$ cat src/rtl/bram2stream_if.sv
// Purpose: BRAM read-port and AXI-Stream master signals of bram2stream, bundled.
// Latency: none, wires only.
// Backpressure: m00_axis_tready travels from the stream sink back to the block.
interface bram2stream_if #(
    parameter int DATA_WIDTH = 64,
    parameter int ADDR_WIDTH = 11
);
    logic                    bram_en;
    logic [ADDR_WIDTH-1:0]   bram_addr;
    logic [DATA_WIDTH-1:0]   bram_dout;
    logic [DATA_WIDTH-1:0]   m00_axis_tdata;
    logic [DATA_WIDTH/8-1:0] m00_axis_tstrb;
    logic                    m00_axis_tvalid;
    logic                    m00_axis_tlast;
    logic                    m00_axis_tready;

    modport master (
        output bram_en, bram_addr,
        input  bram_dout,
        output m00_axis_tdata, m00_axis_tstrb, m00_axis_tvalid, m00_axis_tlast,
        input  m00_axis_tready
    );

    modport slave (
        input  bram_en, bram_addr,
        output bram_dout,
        input  m00_axis_tdata, m00_axis_tstrb, m00_axis_tvalid, m00_axis_tlast,
        output m00_axis_tready
    );
endinterface

$ cat src/rtl/bram2stream.sv
// Purpose: replay one FRAME_LEN-word frame from a BRAM read port as an AXI-Stream master (tlast on final beat).
// Latency: start sampled at edge N, first tvalid after edge N+RD_LAT+1; one beat per cycle with tready held high.
// Backpressure: reads issue only while in-flight + FIFO words fit the RD_LAT+2 deep FIFO; loop mode via BRAM2STREAM_LOOP_EN.
module bram2stream #(
    parameter int DATA_WIDTH = 64,
    parameter int ADDR_WIDTH = 11,
    parameter int FRAME_LEN  = 1056,
    parameter int RD_LAT     = 1
) (
    input  logic                 m00_axis_aclk,
    input  logic                 m00_axis_aresetn,
    input  logic                 start,
    bram2stream_if.master        bus,
    output logic                 busy,
    output logic                 done
);
    localparam int FIFO_DEPTH = RD_LAT + 2;
    localparam int CNT_W      = $clog2(FIFO_DEPTH + 1);
    localparam int PTR_W      = $clog2(FIFO_DEPTH);
    localparam int IDX_W      = ADDR_WIDTH + 1;

    typedef enum logic [1:0] {IDLE, RUN, DRAIN} state_t;

    state_t                  state_q, state_d;
    logic [IDX_W-1:0]        rd_idx_q, rd_idx_d;
    logic [ADDR_WIDTH-1:0]   beat_cnt_q, beat_cnt_d;
    logic [RD_LAT-1:0]       vld_pipe_q, vld_pipe_d;
    logic [DATA_WIDTH-1:0]   fifo_mem_q [FIFO_DEPTH];
    logic [DATA_WIDTH-1:0]   fifo_mem_d [FIFO_DEPTH];
    logic [PTR_W-1:0]        wr_ptr_q, wr_ptr_d;
    logic [PTR_W-1:0]        rd_ptr_q, rd_ptr_d;
    logic [CNT_W-1:0]        fifo_cnt_q, fifo_cnt_d;
    logic                    done_q, done_d;

    logic                    issue;
    logic                    push;
    logic                    pop;
    logic                    tvalid;
    logic                    last_beat;
    logic                    last_hs;
    logic [CNT_W-1:0]        inflight;

    // Credit check from registered counts only, plus stream-side handshake decode.
    always_comb begin
        inflight = '0;
        for (int i = 0; i < RD_LAT; i++) begin
            inflight = inflight + CNT_W'(vld_pipe_q[i]);
        end
        issue     = (state_q == RUN) && (rd_idx_q < IDX_W'(FRAME_LEN))
                    && ((int'(inflight) + int'(fifo_cnt_q)) < FIFO_DEPTH);
        push      = vld_pipe_q[RD_LAT-1];
        tvalid    = (fifo_cnt_q != '0);
        pop       = tvalid && bus.m00_axis_tready;
        last_beat = (beat_cnt_q == ADDR_WIDTH'(FRAME_LEN - 1));
        last_hs   = pop && last_beat;
    end

    // Next-state: FSM, read index, beat counter, read-return pipeline and FIFO.
    always_comb begin
        state_d    = state_q;
        rd_idx_d   = rd_idx_q;
        beat_cnt_d = beat_cnt_q;
        fifo_mem_d = fifo_mem_q;
        wr_ptr_d   = wr_ptr_q;
        rd_ptr_d   = rd_ptr_q;
        fifo_cnt_d = fifo_cnt_q + CNT_W'(push) - CNT_W'(pop);
        done_d     = last_hs;

        vld_pipe_d    = vld_pipe_q;
        vld_pipe_d[0] = issue;
        for (int i = 1; i < RD_LAT; i++) begin
            vld_pipe_d[i] = vld_pipe_q[i-1];
        end

        if (issue) begin
            rd_idx_d = rd_idx_q + 1'b1;
        end

        case (state_q)
            IDLE: begin
                // A start landing in the done cycle is dropped so frames never overlap.
                if (start && !done_q) begin
                    state_d    = RUN;
                    rd_idx_d   = '0;
                    beat_cnt_d = '0;
                end
            end
            RUN: begin
                if (issue && (rd_idx_q == IDX_W'(FRAME_LEN - 1))) begin
`ifdef BRAM2STREAM_LOOP_EN
                    // Wrap straight into the next frame's reads; no drain gap.
                    rd_idx_d = '0;
`else
                    state_d  = DRAIN;
`endif
                end
            end
            DRAIN: begin
                if (last_hs) begin
                    state_d = IDLE;
                end
            end
            default: state_d = IDLE;
        endcase

        if (push) begin
            fifo_mem_d[wr_ptr_q] = bus.bram_dout;
            wr_ptr_d = (wr_ptr_q == PTR_W'(FIFO_DEPTH - 1)) ? '0 : wr_ptr_q + 1'b1;
        end
        if (pop) begin
            rd_ptr_d   = (rd_ptr_q == PTR_W'(FIFO_DEPTH - 1)) ? '0 : rd_ptr_q + 1'b1;
            beat_cnt_d = last_beat ? '0 : beat_cnt_q + 1'b1;
        end
    end

    // State registers; reset clears the frame, the FIFO contents and every counter.
    always_ff @(posedge m00_axis_aclk or negedge m00_axis_aresetn) begin
        if (!m00_axis_aresetn) begin
            state_q    <= IDLE;
            rd_idx_q   <= '0;
            beat_cnt_q <= '0;
            vld_pipe_q <= '0;
            for (int i = 0; i < FIFO_DEPTH; i++) begin
                fifo_mem_q[i] <= '0;
            end
            wr_ptr_q   <= '0;
            rd_ptr_q   <= '0;
            fifo_cnt_q <= '0;
            done_q     <= 1'b0;
        end else begin
            state_q    <= state_d;
            rd_idx_q   <= rd_idx_d;
            beat_cnt_q <= beat_cnt_d;
            vld_pipe_q <= vld_pipe_d;
            fifo_mem_q <= fifo_mem_d;
            wr_ptr_q   <= wr_ptr_d;
            rd_ptr_q   <= rd_ptr_d;
            fifo_cnt_q <= fifo_cnt_d;
            done_q     <= done_d;
        end
    end

    // Address is gated by the enable so it never shows an index outside the frame.
    assign bus.bram_en         = issue;
    assign bus.bram_addr       = issue ? rd_idx_q[ADDR_WIDTH-1:0] : '0;
    assign bus.m00_axis_tdata  = fifo_mem_q[rd_ptr_q];
    assign bus.m00_axis_tstrb  = '1;
    assign bus.m00_axis_tvalid = tvalid;
    assign bus.m00_axis_tlast  = last_beat && tvalid;
    assign busy                = (state_q != IDLE);
    assign done                = done_q;

    a_fifo_no_overflow: assert property (@(posedge m00_axis_aclk) disable iff (!m00_axis_aresetn)
        !(push && !pop && (fifo_cnt_q == CNT_W'(FIFO_DEPTH))));
endmodule

$ cat src/flat_wrapper.sv
// flat-port wrapper written by rule: the top's interface ports become plain ports
module bram2stream_flat 
#(
    parameter int DATA_WIDTH = 64,
    parameter int ADDR_WIDTH = 11,
    parameter int FRAME_LEN  = 1056,
    parameter int RD_LAT     = 1
)
  (m00_axis_aclk, m00_axis_aresetn, start, busy, done, bus_bram_en, bus_bram_addr, bus_bram_dout, bus_m00_axis_tdata, bus_m00_axis_tstrb, bus_m00_axis_tvalid, bus_m00_axis_tlast, bus_m00_axis_tready);
  bram2stream_if #(.DATA_WIDTH(DATA_WIDTH), .ADDR_WIDTH(ADDR_WIDTH)) bus_i ();
  input  logic m00_axis_aclk;
  input  logic m00_axis_aresetn;
  input  logic start;
  output logic busy;
  output logic done;
  output wire logic [$bits(bus_i.bram_en)-1:0] bus_bram_en;
  output wire logic [$bits(bus_i.bram_addr)-1:0] bus_bram_addr;
  input wire logic [$bits(bus_i.bram_dout)-1:0] bus_bram_dout;
  output wire logic [$bits(bus_i.m00_axis_tdata)-1:0] bus_m00_axis_tdata;
  output wire logic [$bits(bus_i.m00_axis_tstrb)-1:0] bus_m00_axis_tstrb;
  output wire logic [$bits(bus_i.m00_axis_tvalid)-1:0] bus_m00_axis_tvalid;
  output wire logic [$bits(bus_i.m00_axis_tlast)-1:0] bus_m00_axis_tlast;
  input wire logic [$bits(bus_i.m00_axis_tready)-1:0] bus_m00_axis_tready;
  assign bus_bram_en = bus_i.bram_en;
  assign bus_bram_addr = bus_i.bram_addr;
  assign bus_i.bram_dout = bus_bram_dout;
  assign bus_m00_axis_tdata = bus_i.m00_axis_tdata;
  assign bus_m00_axis_tstrb = bus_i.m00_axis_tstrb;
  assign bus_m00_axis_tvalid = bus_i.m00_axis_tvalid;
  assign bus_m00_axis_tlast = bus_i.m00_axis_tlast;
  assign bus_i.m00_axis_tready = bus_m00_axis_tready;
  bram2stream #(.DATA_WIDTH(DATA_WIDTH), .ADDR_WIDTH(ADDR_WIDTH), .FRAME_LEN(FRAME_LEN), .RD_LAT(RD_LAT)) u_core (.m00_axis_aclk(m00_axis_aclk), .m00_axis_aresetn(m00_axis_aresetn), .start(start), .bus(bus_i), .busy(busy), .done(done));
endmodule
$ cat config.mk
export PLATFORM = sky130hd
export DESIGN_NAME = bram2stream_flat
export DESIGN_NICKNAME = d
export VERILOG_FILES = /design/src/rtl/bram2stream_if.sv /design/src/rtl/bram2stream.sv /design/src/flat_wrapper.sv
export SDC_FILE = /design/constraint.sdc
export NUM_CORES = 1
export LEC_CHECK = 0
export CORE_UTILIZATION = 54
export CTS_CLUSTER_DIAMETER = 30
export DETAILED_ROUTE_END_ITERATION = 6
export MAX_ROUTING_LAYER = met4
export PLACE_DENSITY = 0.8
export SYNTH_ARGS = -nofsm -noshare
export SYNTH_HDL_FRONTEND = slang
export SYNTH_SLANG_ARGS = --single-unit
$ cat constraint.sdc
create_clock -name m00_axis_aclk -period 3 [get_ports m00_axis_aclk]
set_clock_uncertainty 0.15 [all_clocks]
set_input_delay 0.6 -clock m00_axis_aclk [delete_from_list [all_inputs] [get_ports m00_axis_aclk]]
set_output_delay 0.6 -clock m00_axis_aclk [all_outputs]
set_load 0.005 [all_outputs]
* Word-level counts from Yosys, hierarchy flattened
Index checks and enable logic that the tools add are counted.
Word-level totals: bits in read-only memories 0, memories kept 0, output and inout port bits 88, latch bits 0, word-level logic and storage cells 70, bits in writable memories 0, bits of input ports 68, register bits after elaboration 225
Operators by class: bitwise logic cells 2, $lt $le $gt $ge 5, div/mod/pow operators 0, mux-type cells 20, $mul 0, reductions and logical operators 16, shift-type cells 0, eq/ne operators 9, $add $sub $neg 7
Operators with widths (number):
- $bwmux W192 | 1
- $mux W64 | 3
- $bmux W64 S2 | 1
- $demux W64 S2 | 1
- $mux W11 | 5
- $mux W12 | 3
- $lt A32 B3 Y1 const B | 1
- $add A12 B1 Y12 const B | 1
- $eq A12 B11 Y1 const B | 1
- $lt A12 B11 Y1 const B | 1
- $add A11 B1 Y11 const B | 1
- $eq A11 B11 Y1 const B | 1
- $mux W2 | 5
- $logic_and A1 B1 Y1 | 8
- $reduce_bool A2 Y1 | 4
- $eq A2 B2 Y1 const B | 3
- $ge A3 B3 Y1 const B | 2
- $not A2 Y3 | 2
- $pmux W2 S3 | 1
- $add A2 B1 Y2 const B | 2
- $ne A2 B1 Y1 const B | 2
- $add A1 B2 Y3 | 1
- $lt A3 B1 Y1 const B | 1
- $reduce_and A3 Y1 | 1
- other kinds (7) | 7

* Logic depth before layout (Yosys ltp)
word-level depth 6, depth in mapped cells 7, depth with buffers taken out 7

* Worst setup path before layout
No wires, ideal clock.
path type reg2out, start point reg u_core.vld_pipe_q, in the netlist u_core.push, end point out bus_bram_addr[0], path buffers 1, arrival 1.881 ns, setup slack 0.369 ns, data required time 2.250 ns, cell stages (with the launch flop) 7, cells stage by stage dfrtp_1 ha_1 ha_1 nand2b_1 a2111oi_0 clkbuf_1 and3_1
On the way: word-level cells in the longest chain between the ends 4
RTL lines:
- start: declaration | line bram2stream.sv:27 | logic [RD_LAT-1:0] vld_pipe_q, vld_pipe_d;
- start signal: assignment | line bram2stream.sv:134 | vld_pipe_q <= vld_pipe_d;
- $add A1 B2 Y3 | line bram2stream.sv:50 | && ((int'(inflight) + int'(fifo_cnt_q)) < FIFO_DEPTH);
- $lt A32 B3 Y1 | line bram2stream.sv:50
- $logic_and A1 B1 Y1 | line bram2stream.sv:50
- $mux W11 | line bram2stream.sv:145 | assign bus.bram_addr = issue ? rd_idx_q[ADDR_WIDTH-1:0] : '0;
- end: declaration | line flat_wrapper.sv:17 | output wire logic [$bits(bus_i.bram_addr)-1:0] bus_bram_addr;
Every way passes these cells.

* Worst setup path in the final report
start point reg u_core.vld_pipe_q, in the netlist u_core.push, end point out bus_bram_addr[2]
Same word-level chain as after synthesis.

==> results.json <==
{
  "grt_pass1_vias": 7704,
  "power_leakage_nw": 6.952,
  "rows": 49,
  "ir_drop_mv": 0.4955,
  "grt.total_usage_pct": 24.99,
  "worstPathMaxFanout": 3,
  "cts_made_buffers": 46,
  "setup_ws_ns": -0.07424,
  "antenna_found_initial": 0,
  "vias": 7266,
  "viasPerCell": 5.668,
  "layout_common_cells": "dfrtp_1, mux2_2, nand2_1, clkdlybuf4s50_1, mux2i_1",
  "first_iter_violations": 311,
  "seq_area_um2": 5635,
  "fin_crit_sh_pct": 102.5,
  "setup_viol": 7,
  "synth_cells": 823,
  "portBuffers": 147,
  "r2r_slack_ns": 0.43,
  "utilization_pct": 77.24,
  "relSlewSlack_pct": 64.98,
  "cp-start-kind": "flip-flop",
  "ys_seq_area_share_pct": 55.12,
  "cap_viol_max_count": 0,
  "postRouteAntennaNets": 0,
  "diodes": 0,
  "path_common_cell": "buf_6",
  "synth_top_area_share_pct": 55.12,
  "fill_cells": 1107,
  "overflow": 0,
  "power_w": 0.01100,
  "path_delay_family": "buffers and inverters",
  "layout-drive-gt1-share_pct": 34.09,
  "dieArea_um2": 19470,
  "slew_violations": 0,
  "firstDrtPassIters": 4,
  "post-route-min-period_ns": 3.074,
  "drc": 0,
  "rsz0062_at_grt": "yes",
  "multi_input_area_um2": 4414,
  "cts_tree": "done",
  "status": "complete, but fails checks",
  "tightestPinTransition_ns": 0.5252,
  "htreeDepth": 2,
  "place.gp.congestion": 0.8093,
  "pwr_density_cell_nw_per_um2": 779.4,
  "core_area_um2": 18270,
  "dp_hpwl_um": 13240,
  "yosysWarnings": 0,
  "worst-path-buf-inv": 4,
  "required_ns": 2.25,
  "synth_async_sr_flop_share_pct": 100.0,
  "clk_pin_slew_ns": 0.05,
  "hold_viol": 0,
  "cts_root_buf": "clkbuf_16",
  "syn-mean-instance-area_um2": 12.41,
  "mostFrequentLayoutCell": "dfrtp_1",
  "final_nets": 1093,
  "cp-end-kind": "output pin",
  "die_h_um": 139.5,
  "io_pins": 156,
  "violations": "setup timing",
  "ys_seq_elements": 225,
  "path_cells": "ha_2 -> ha_4 -> a2111oi_4 -> buf_4 -> buf_6 -> buf_6 -> and3_4 -> buf_6",
  "clock.fmax_mhz": 325.3,
  "yosysTopAreaCell": "dfrtp_1",
  "clock_path_buffers": 3,
  "slowest_delay_ns": 0.38,
  "ys_types": 43,
  "syn-cell-area_um2": 10210,
  "synth_flop_cell": "dfrtp_1",
  "crit_type": "flip-flop to output pin",
  "fp.dieW_um": 139.5,
  "clkLatencyLatePin_ns": 0.52,
  "synth_edf_count": 0,
  "initial_core_util_pct": 55.91,
  "area_growth_syn_to_layout_pct": 38.16,
  "hold_path.class": "input pin to asynchronous set/reset pin",
  "wl_per_cell_um": 18.88,
  "grt_max_degree": 91,
  "cp.arrival_ns": 2.32,
  "clock_sinks": 225,
  "slowest_stage": "dfrtp_1",
  "synth_top_cells_by_area": "dfrtp_1, mux2_2, mux2i_1, o21ai_0, nand2_1",
  "wl_um": 24200,
  "grt_first_pass_wirelength_um": 38020
}
==> through the flow <==
step | std cells | area (um^2) | TNS [ns] | hold WS [ns] | worst slack (ns)
4_1_cts | 1269 | 13770 | -0.3452 | 0.3223 | -0.1659
3_3_place_gp | 1172 | 12060 | 0 | 0.3061 | 0.09697
3_5_place_dp | 1172 | 12060 | 0 | 0.3060 | 0.03041
5_1_grt | 1282 | 14110 | -1.058 | 0.3371 | -0.1461
2_1_floorplan | 830 | 10240 | 0 | 0.1544 | 0.3692
6_report | 1282 | 14110 | -0.1823 | 0.3388 | -0.07424
==> flip-flops by register name (all words and copies together), names as in the netlist <==
register	cells
u_core.push	1
u_core.beat_cnt_q	11
u_core.wr_ptr_q	2
u_core.fifo_mem_q	192
u_core.state_q	2
u_core.fifo_cnt_q	2
u_core.done	1
u_core.rd_ptr_q	2
u_core.rd_idx_q	12
==> layer usage <==
metal | global-route usage (%) | vias up | wire, um
li1 | - | 3316 | -
met1 | 31.09 | 3696 | 10430
met2 | 41.05 | 209 | 11990
met3 | 4.990 | 45 | 1350
met4 | 8.213 | 0 | 433
met5 | - | - | 0
==> layout make-up <==
| cell class | instances | area share [%] |
|---|---|---|
| clock buffer | 53 | 8.777 |
| inverter | 12 | 0.3192 |
| sequential | 225 | 39.93 |
| clock inverter | 29 | 2.234 |
| multi-input combinational | 536 | 31.28 |
| tap | 229 | 2.030 |
| timing repair buffer | 198 | 15.43 |
==> worst paths after layout <==
| path | end | startpoint | cells past startpoint |
|---|---|---|---|
| worst max-delay path | bus_bram_addr[2] | u_core.push | 8 |
| worst min-delay path | u_core.fifo_mem_q[144] | m00_axis_aresetn | 2 |
| worst max register to register | u_core.rd_idx_q[9] | u_core.push | 9 |
| worst min register to register | u_core.fifo_mem_q[184] | u_core.fifo_mem_q[184] | 1 |
| max in group asynchronous | u_core.fifo_mem_q[125] | m00_axis_aresetn | 3 |
| min in group m00_axis_aclk | u_core.fifo_mem_q[184] | u_core.fifo_mem_q[184] | 1 |
==> report_power, final <==
part           switching (W)  internal (W)
Sequential          0.000115       0.00319
Combinational        0.00129       0.00146
Clock                0.00164       0.00331
Total                0.00304       0.00796
==> Yosys cell counts, types with 5 or more instances <==
| cell type | instances |
|---|---|
| dfrtp_1 | 225 |
| mux2_2 | 193 |
| nand2_1 | 88 |
| mux2i_1 | 73 |
| o21ai_0 | 73 |
| clkbuf_1 | 32 |
| buf_2 | 17 |
| and3_1 | 13 |
| inv_1 | 12 |
| nand3_1 | 11 |
| nor3_1 | 9 |
| buf_4 | 8 |
| a21oi_1 | 7 |
| nor2_1 | 7 |
| ha_1 | 6 |
| nand4_1 | 5 |
==> kinds of logic (layout without fill, tap and decap cells) <==
group | count (synthesis) | count (layout) | share of synthesized area [%]
AO/OA/AOI/OAI | 99 | 99 | 5.402
XOR/XNOR | 2 | 2 | 0.1715
AND/OR/NAND/NOR | 155 | 155 | 7.068
other | 1 | 8 | 0.03671
multiplexers | 266 | 266 | 28.43
adder cells (fa/ha/maj) | 6 | 6 | 0.7349
flip-flops | 225 | 225 | 55.12
buffers and inverters | 69 | 292 | 3.038
==> timing repair <==
action,in CTS,in global routing
resized for setup,59,75
endpoints found under the hold margin,10,0
buffers inserted,13,10
setup endpoints to repair,71,46
pin swaps,7,4
hold buffers,1,0
cloned,1,4
No activity file was read; power rests on OpenSTA's default activity.
